## src/rtl/riscv_mem_arbiter.sv

```systemverilog
// riscv_mem_arbiter
//
// Purpose: lets the instruction-fetch requester and the load/store requester
// share one single-ported, pipelined memory. Load/store wins a conflict unless
// the fetch has already lost STARVE_MAX consecutive cycles. At most one access
// is issued per cycle. An owner pipeline, MEM_LAT entries deep, routes each
// read response back to the requester that issued the read.
//
// Parameters:
//   MEM_LAT     memory read latency in cycles, legal 1..4
//   STARVE_MAX  consecutive lost cycles before a fetch is forced through, 1..15
//
// Ports:
//   clk, x_reset                 clock and synchronous active-high reset
//   if_req/if_addr               fetch request and byte address
//   if_gnt                       fetch accepted this cycle
//   if_rvalid/if_rdata           fetch response (data is zero when not valid)
//   ls_req/ls_we/ls_addr         load/store request, 1 = store
//   ls_wdata/ls_be               store data and byte enables
//   ls_gnt                       load/store accepted this cycle
//   ls_rvalid/ls_rdata           load response (never pulses for stores)
//   mem_en/mem_we/mem_addr       memory access issued this cycle
//   mem_wdata/mem_be             memory write data and byte enables
//   mem_rdata                    memory read data, MEM_LAT cycles after issue
module riscv_mem_arbiter #(
    parameter int MEM_LAT    = 1,
    parameter int STARVE_MAX = 4
) (
    input  logic        clk,
    input  logic        x_reset,

    input  logic        if_req,
    input  logic [31:0] if_addr,
    output logic        if_gnt,
    output logic        if_rvalid,
    output logic [31:0] if_rdata,

    input  logic        ls_req,
    input  logic        ls_we,
    input  logic [31:0] ls_addr,
    input  logic [31:0] ls_wdata,
    input  logic [3:0]  ls_be,
    output logic        ls_gnt,
    output logic        ls_rvalid,
    output logic [31:0] ls_rdata,

    output logic        mem_en,
    output logic        mem_we,
    output logic [31:0] mem_addr,
    output logic [31:0] mem_wdata,
    output logic [3:0]  mem_be,
    input  logic [31:0] mem_rdata
);

    localparam logic [3:0] STARVE_LIM = 4'(STARVE_MAX);

    typedef enum logic {
        OWNER_IF = 1'b0,
        OWNER_LS = 1'b1
    } owner_e;

    logic [3:0]         starve_cnt;
    logic               force_if;
    logic               read_issue;
    owner_e             issue_owner;
    logic [MEM_LAT-1:0] pipe_valid;
    owner_e             pipe_owner [MEM_LAT];
    logic               tail_valid;

    // Arbitration. A fetch that has lost STARVE_MAX cycles in a row overrides
    // the load/store default priority. Reset suppresses every grant.
    always_comb begin
        force_if = (starve_cnt == STARVE_LIM);
        if_gnt   = 1'b0;
        ls_gnt   = 1'b0;
        if (!x_reset) begin
            if (if_req && (!ls_req || force_if)) begin
                if_gnt = 1'b1;
            end else if (ls_req) begin
                ls_gnt = 1'b1;
            end
        end
    end

    // Memory port mux. Fetches are always reads; write data and byte enables
    // are only passed through for stores so reads present a clean zero.
    always_comb begin
        mem_en    = if_gnt | ls_gnt;
        mem_we    = 1'b0;
        mem_addr  = '0;
        mem_wdata = '0;
        mem_be    = 4'b0000;
        if (ls_gnt) begin
            mem_we   = ls_we;
            mem_addr = ls_addr;
            if (ls_we) begin
                mem_wdata = ls_wdata;
                mem_be    = ls_be;
            end
        end else if (if_gnt) begin
            mem_addr = if_addr;
        end
        read_issue  = mem_en & ~mem_we;
        issue_owner = ls_gnt ? OWNER_LS : OWNER_IF;
    end

    // Counts consecutive cycles a pending fetch was refused. Any cycle where
    // the fetch is granted or not requesting starts the count over.
    always_ff @(posedge clk) begin
        if (x_reset) begin
            starve_cnt <= '0;
        end else if (if_req && !if_gnt) begin
            if (starve_cnt != STARVE_LIM) begin
                starve_cnt <= starve_cnt + 4'd1;
            end
        end else begin
            starve_cnt <= '0;
        end
    end

    // Owner pipeline: entry 0 captures the read issued this cycle, and the
    // tail entry lines up with mem_rdata MEM_LAT cycles later. Writes and idle
    // cycles push an invalid entry so the shift is unconditional.
    always_ff @(posedge clk) begin
        if (x_reset) begin
            pipe_valid <= '0;
            for (int i = 0; i < MEM_LAT; i++) begin
                pipe_owner[i] <= OWNER_IF;
            end
        end else begin
            pipe_valid[0] <= read_issue;
            pipe_owner[0] <= issue_owner;
            for (int i = 1; i < MEM_LAT; i++) begin
                pipe_valid[i] <= pipe_valid[i-1];
                pipe_owner[i] <= pipe_owner[i-1];
            end
        end
    end

    // Response steering. Gating with x_reset drops a response that would
    // otherwise land in the reset cycle itself.
    always_comb begin
        tail_valid = pipe_valid[MEM_LAT-1] & ~x_reset;
        if_rvalid  = tail_valid && (pipe_owner[MEM_LAT-1] == OWNER_IF);
        ls_rvalid  = tail_valid && (pipe_owner[MEM_LAT-1] == OWNER_LS);
        if_rdata   = if_rvalid ? mem_rdata : '0;
        ls_rdata   = ls_rvalid ? mem_rdata : '0;
    end

endmodule

```

## config.mk

```make
export PLATFORM = sky130hd
export DESIGN_NAME = riscv_mem_arbiter
export DESIGN_NICKNAME = d
export VERILOG_FILES = /design/src/rtl/riscv_mem_arbiter.sv
export SDC_FILE = /design/constraint.sdc
export NUM_CORES = 1
export LEC_CHECK = 0
export ABC_CLOCK_PERIOD_IN_PS = 2600
export CAP_MARGIN = 10
export CORE_AREA = 2 2 107 109
export CTS_CLUSTER_DIAMETER = 200
export DETAILED_ROUTE_END_ITERATION = 16
export DIE_AREA = 0 0 109 111
export PLACE_DENSITY_LB_ADDON = 0.3
export SYNTH_ARGS = -nofsm -noshare
export SYNTH_HDL_FRONTEND = slang
export SYNTH_SLANG_ARGS = --single-unit
```

## constraint.sdc

```tcl
create_clock -name clk -period 2.6 [get_ports clk]
set_input_delay 0.52 -clock clk [delete_from_list [all_inputs] [get_ports clk]]
set_output_delay 0.52 -clock clk [all_outputs]
set_load 0.05 [all_outputs]
```

# Word level (Yosys, flattened, before mapping)
# Memories as Yosys holds them, arrays and structs flattened.
# Cells that the tools add are included.
word_totals:
  reg_bits: 5
  mem_bits_rw: 1
  input_bits: 137
  out_inout_bits: 138
  word_cells: 42
  n_memories: 1
classes:
  addsub: 1
  n_eq_ne: 2
  mux: 20
  bitwise: 7
  n_reduce_logical: 9
mem_list:
  columns: ["memory", "words", "word_bits", "read_ports", "rd_clocked_by_memory_dff", "wr", "line", "rtl"]
  rows:
  - ["pipe_owner", 1, 1, 1, 0, 1, "67", "owner_e pipe_owner [MEM_LAT];"]
op_table:
  columns: ["op", "n"]
  rows:
  - ["32-bit 2-to-1 mux", 6]
  - ["1-bit 2-to-1 mux", 12]
  - ["4-bit 2-to-1 mux", 2]
  - ["4-bit by 1-bit adder with 4-bit output, second input constant", 1]
  - ["4-bit by 3-bit == test with 1-bit output, second input constant", 1]
  - ["1-bit logical AND", 4]
  - ["4-bit by 3-bit inequality test with 1-bit output, second input constant", 1]
  - ["1-bit NOT", 4]
  - ["1-bit bitwise AND", 2]
  - ["1-bit logical NOT", 2]
  - ["2-bit OR reduction", 1]
  - ["1-bit logical OR", 1]
  - ["1-bit bitwise OR", 1]
  - ["1-bit OR reduction", 1]

# Depth between registers and ports, before layout
depth:
  word_depth: 9
  mapped_depth: 7
  depth_no_buf: 5

# Worst setup path before layout
# Ideal clock, no wire load.
synth_timing:
  kind: "input -> output"
  start: "input port x_reset"
  end: "output port ls_rdata[22]"
  arrival_ns: 1.874
  required_time_ns: 2.080
  setup_slack_ns: 0.206
  stages: 4
  path_buffers: 1
  cell_sequence: "inv_1 -> and3_1 -> clkbuf_1 -> and2_1"
synth_via:
  elab_chain_cells: 4
synth_rtl:
  columns: ["item", "line", "rtl"]
  rows:
  - ["from (decl)", "30", "input logic x_reset,"]
  - ["1-bit NOT", "143", "tail_valid = pipe_valid[MEM_LAT-1] & ~x_reset;"]
  - ["1-bit bitwise AND", "143", null]
  - ["1-bit logical AND", "145", "ls_rvalid = tail_valid && (pipe_owner[MEM_LAT-1] == OWNER_LS);"]
  - ["via ls_rvalid", "44", "output logic ls_rvalid,"]
  - ["32-bit 2-to-1 mux", "147", "ls_rdata = ls_rvalid ? mem_rdata : '0;"]
  - ["to (decl)", "45", "output logic [31:0] ls_rdata,"]
# The timed path passes the listed nets, and every way through them passes these cells.

# Final worst setup path
layout_timing:
  start: "input port ls_req"
  end: "output port mem_wdata[27]"
layout_via:
  elab_chain_cells: 6
  elab_cells_between_ends: 7
  cone_classes: "4 x mux; 3 x reduce/logical"
layout_rtl:
  columns: ["item", "line", "rtl"]
  rows:
  - ["from (decl)", "38", "input logic ls_req,"]
  - ["1-bit logical NOT", "77", "if (if_req && (!ls_req || force_if)) begin"]
  - ["1-bit logical OR", "77", null]
  - ["1-bit logical AND", "77", null]
  - ["1-bit 2-to-1 mux *", "77", null]
  - ["1-bit 2-to-1 mux *", "76", "if (!x_reset) begin"]
  - ["32-bit 2-to-1 mux *", "93", "if (ls_gnt) begin"]
  - ["to (decl)", "50", "output logic [31:0] mem_wdata,"]
# Mark *: on every way between the ends. The rest lies on a longest branch, timed or not.

==> key figures <==
Status
  • Outcome: complete, no violations

Global routing
  • Total grt overflow: 0
  • Initial antenna violation count: 0
  • Pin count of the biggest net entering global routing: 48
  • Global Route Usage Sum: 0.143
  • First-pass GRT wire length: 13500 µm
  • Number of global-route vias before repair: 2528

Hold path
  • Hold Path End: starve_cnt[0]$_SDFFE_PP0N_
  • Min-delay worst type: reg -> reg
  • Min-Delay Path Depth: 1
  • Hold Startpoint: starve_cnt[0]$_SDFFE_PP0N_

Critical path
  • Reg2Reg Capture Point: pipe_valid$_SDFF_PP0_
  • CP endpoint kind: primary output
  • Critical path class: in -> out
  • Critical Path Start: ls_req
  • CP Cell Sequence: clkdlybuf4s50_1 -> nand2b_1 -> a21oi_4 -> buf_12 -> and3_1 -> buf_12
  • Worst Setup Start Kind: input pin
  • WP data required: 2.08 ns
  • Crit path max-delay family: buffers and inverters
  • Critical path peak fanout: 47
  • Buf/Inv on CP: 3
  • Worst path max stage delay: 0.50 ns
  • CP max-delay cell: clkdlybuf4s50_1
  • Top cell by count, worst path: buf_12
  • Reg2Reg Setup Slack: 1.07 ns
  • Worst R2R Start: starve_cnt[0]$_SDFFE_PP0N_
  • Worst path arrival time: 1.98 ns
  • Worst Reg2Reg Path Length in Cells: 6

Routing
  • Vias per cell: 4.12
  • Starting DRC count in detailed routing: 95
  • Vias post-DR: 2444
  • DRT antenna net count: 0
  • Drt pass-1 iters: 4
  • # DRC: 0
  • Drt total wl: 9180 µm
  • Routed len/inst: 15.5 µm

Synth
  • Post-synthesis sequential area ratio: 0.0904
  • Number of synthesized register bits: 6
  • Library cells used by synthesis: 22
  • Cell taking the most area after synthesis: and2_1
  • Largest cells by area after synthesis: and2_1, a22o_1, and3_1, dfxtp_1, buf_6
  • Mapped Area: 1330 µm²
  • Yosys warnings: 0
  • Net Count, Synth: 326
  • Top-area cell type share of the netlist area: 0.306
  • Cells after synthesis: 187
  • Synthesized area per cell: 7.11 µm²

Power
  • Pleak: 2.44 nW
  • Clock power frac: 0.202
  • Peak VDD IR: 224 µV
  • Switching power total: 0.446 mW
  • P_int: 0.773 mW
  • Logic pwr share: 0.718
  • PD cells: 214 nW/µm²
  • Share of power burned in registers: 0.080
  • Sw Share: 0.366

STA
  • Final period demand of the worst path: 2.50 ns
  • Final Hold Vio Count: 0
  • Hold_ws: 0.473 ns
  • Clock Skew: 0.000353 ns
  • Slew margin rel.: 0.812
  • RSZ-0062 raised after global routing: true
  • Final setup viols: 0
  • Max Clock Freq: 400 MHz
  • Period utilization: 0.962
  • Least-Margin Pin Slew: 0.281 ns
  • Fin. max-slew vios: 0
  • Setup WS post-layout: 0.0987 ns

Die
  • Die width: 109 µm
  • Row cnt: 39
  • Die height: 111 µm
  • Core area: 11100 µm²
  • Die area: 12100 µm²
  • Io pins: 275
  • Initial core utilization: 0.120

Clocking
  • CTS tree: built
  • H-tree levels: 1
  • Setup bufs post-CTS: 0
  • Clk buf depth: 2
  • Clock-pin slew on the worst setup and hold paths: 0.03 ns
  • Root Buffer Master: clkbuf_16
  • Clk_lat worst skew: 0.23 ns
  • Num CTS Buffers: 3
  • CTS Sinks: 6
  • CTS Hold Bufs: 0

Place
  • GPL Wtd Cong: 0.766
  • Cell Area, Placed: 5620 µm²
  • Port Buffer Count: 274
  • Placed Cells: 590
  • DP Wirelength: 8190 µm
  • Place WS: 0.0688 ns

Finish
  • Nets: 591
  • Antenna Cells: 0
  • Fill count: 954
  • Core Util, Final: 0.515
  • P&R area growth vs syn: 329%
  • Post-route cell area: 5700 µm²
  • Share of layout cells above drive strength 1: 0.338
  • Non-Filler Instances: 593

Run
  • Max-cap violations: 0
## synth_stat cells
cell	instances
or3b_1	1
o211a_1	1
ha_1	2
a21oi_4	1
a22o_1	32
inv_1	6
and3b_4	1
nor2_1	7
a21o_1	1
clkbuf_2	3
nor3b_1	1
and3_1	37
nand2b_1	1
clkbuf_1	9
mux2i_1	1
a21oi_1	1
nand3_1	1
buf_6	4
and2_1	65
xnor2_1	1
buf_2	5
dfxtp_1	6
## state kept, by name, indices dropped and copies added, names as in the netlist
name and cells:
pipe_owner 1, pipe_valid 1, starve_cnt 4
## through the flow
| stage | power, mW | TNS, ns |
|---|---|---|
| floorplan | 0.434 | 0 |
| global placement | 0.973 | 0 |
| detailed placement | 0.980 | 0 |
| CTS | 1.23 | 0 |
| global route | 1.27 | -0.0102 |
| finish | 1.22 | 0 |
## layer usage
layer,wire length [µm],vias to the layer above,global-route usage
met3,1070,12,0.0464
met5,0,-,0
met2,5020,166,0.283
met1,2910,1088,0.134
met4,193,0,0.0402
li1,-,1178,-
## repair_timing
| item | 4_1_cts | 5_1_grt |
|---|---|---|
| setup endpoints to repair | 0 | 19 |
| hold endpoints to repair | 0 | 0 |
| resized for setup | 0 | 2 |
## layout make-up
class                   instances  area (µm²)  share of cell area
repair buffers                281        4230               0.742
inverters                       6        22.5             0.00395
clock buffers                   3        75.1              0.0132
flip-flops and latches          6         120              0.0211
multi-input cells             154        1080               0.189
well taps                     143         179              0.0314
## power by group through the flow
stage,combinational [mW],clock (mW),sequential (mW)
4_1_cts,0.883,0.251,0.0972
5_1_grt,0.910,0.259,0.0974
3_5_place_dp,0.882,0,0.0984
3_3_place_gp,0.875,0,0.0982
6_report,0.876,0.246,0.0972
2_1_floorplan,0.336,0,0.0979
## worst max-delay path by stage
stage                         end  slack [ns]  cells after the start
floorplan            ls_rdata[22]        0.21                      4
global placement    mem_wdata[13]        0.10                      6
detailed placement  mem_wdata[14]        0.07                      6
CTS                 mem_wdata[14]        0.07                      6
global route        mem_wdata[27]      -0.007                      6
finish              mem_wdata[27]         0.1                      6
## logic make-up (layout without fill, tap and decap cells)
kind of cell / after synthesis / in the layout / synth area share
DFF: 6 / 6 / 0.0904
buffers and inverters: 27 / 290 / 0.106
xor gates and xnor gates: 1 / 1 / 0.00659
adders and majority gates: 2 / 2 / 0.0188
muxes: 1 / 1 / 0.00753
and+or+nand+nor: 114 / 114 / 0.530
AOI/OAI and AO/OA: 36 / 36 / 0.240
## cells in the final DEF, fill, tap and decap left out, types with 2 or more instances in the layout
| cell | n |
|---|---|
| nor2_1 | 7 |
| and2_1 | 65 |
| buf_12 | 142 |
| clkdlybuf4s50_1 | 136 |
| clkbuf_16 | 3 |
| dfxtp_1 | 6 |
| a22o_1 | 32 |
| buf_4 | 2 |
| ha_1 | 2 |
| and3_1 | 36 |
| inv_1 | 6 |
Power figures use the tool's default switching activity.
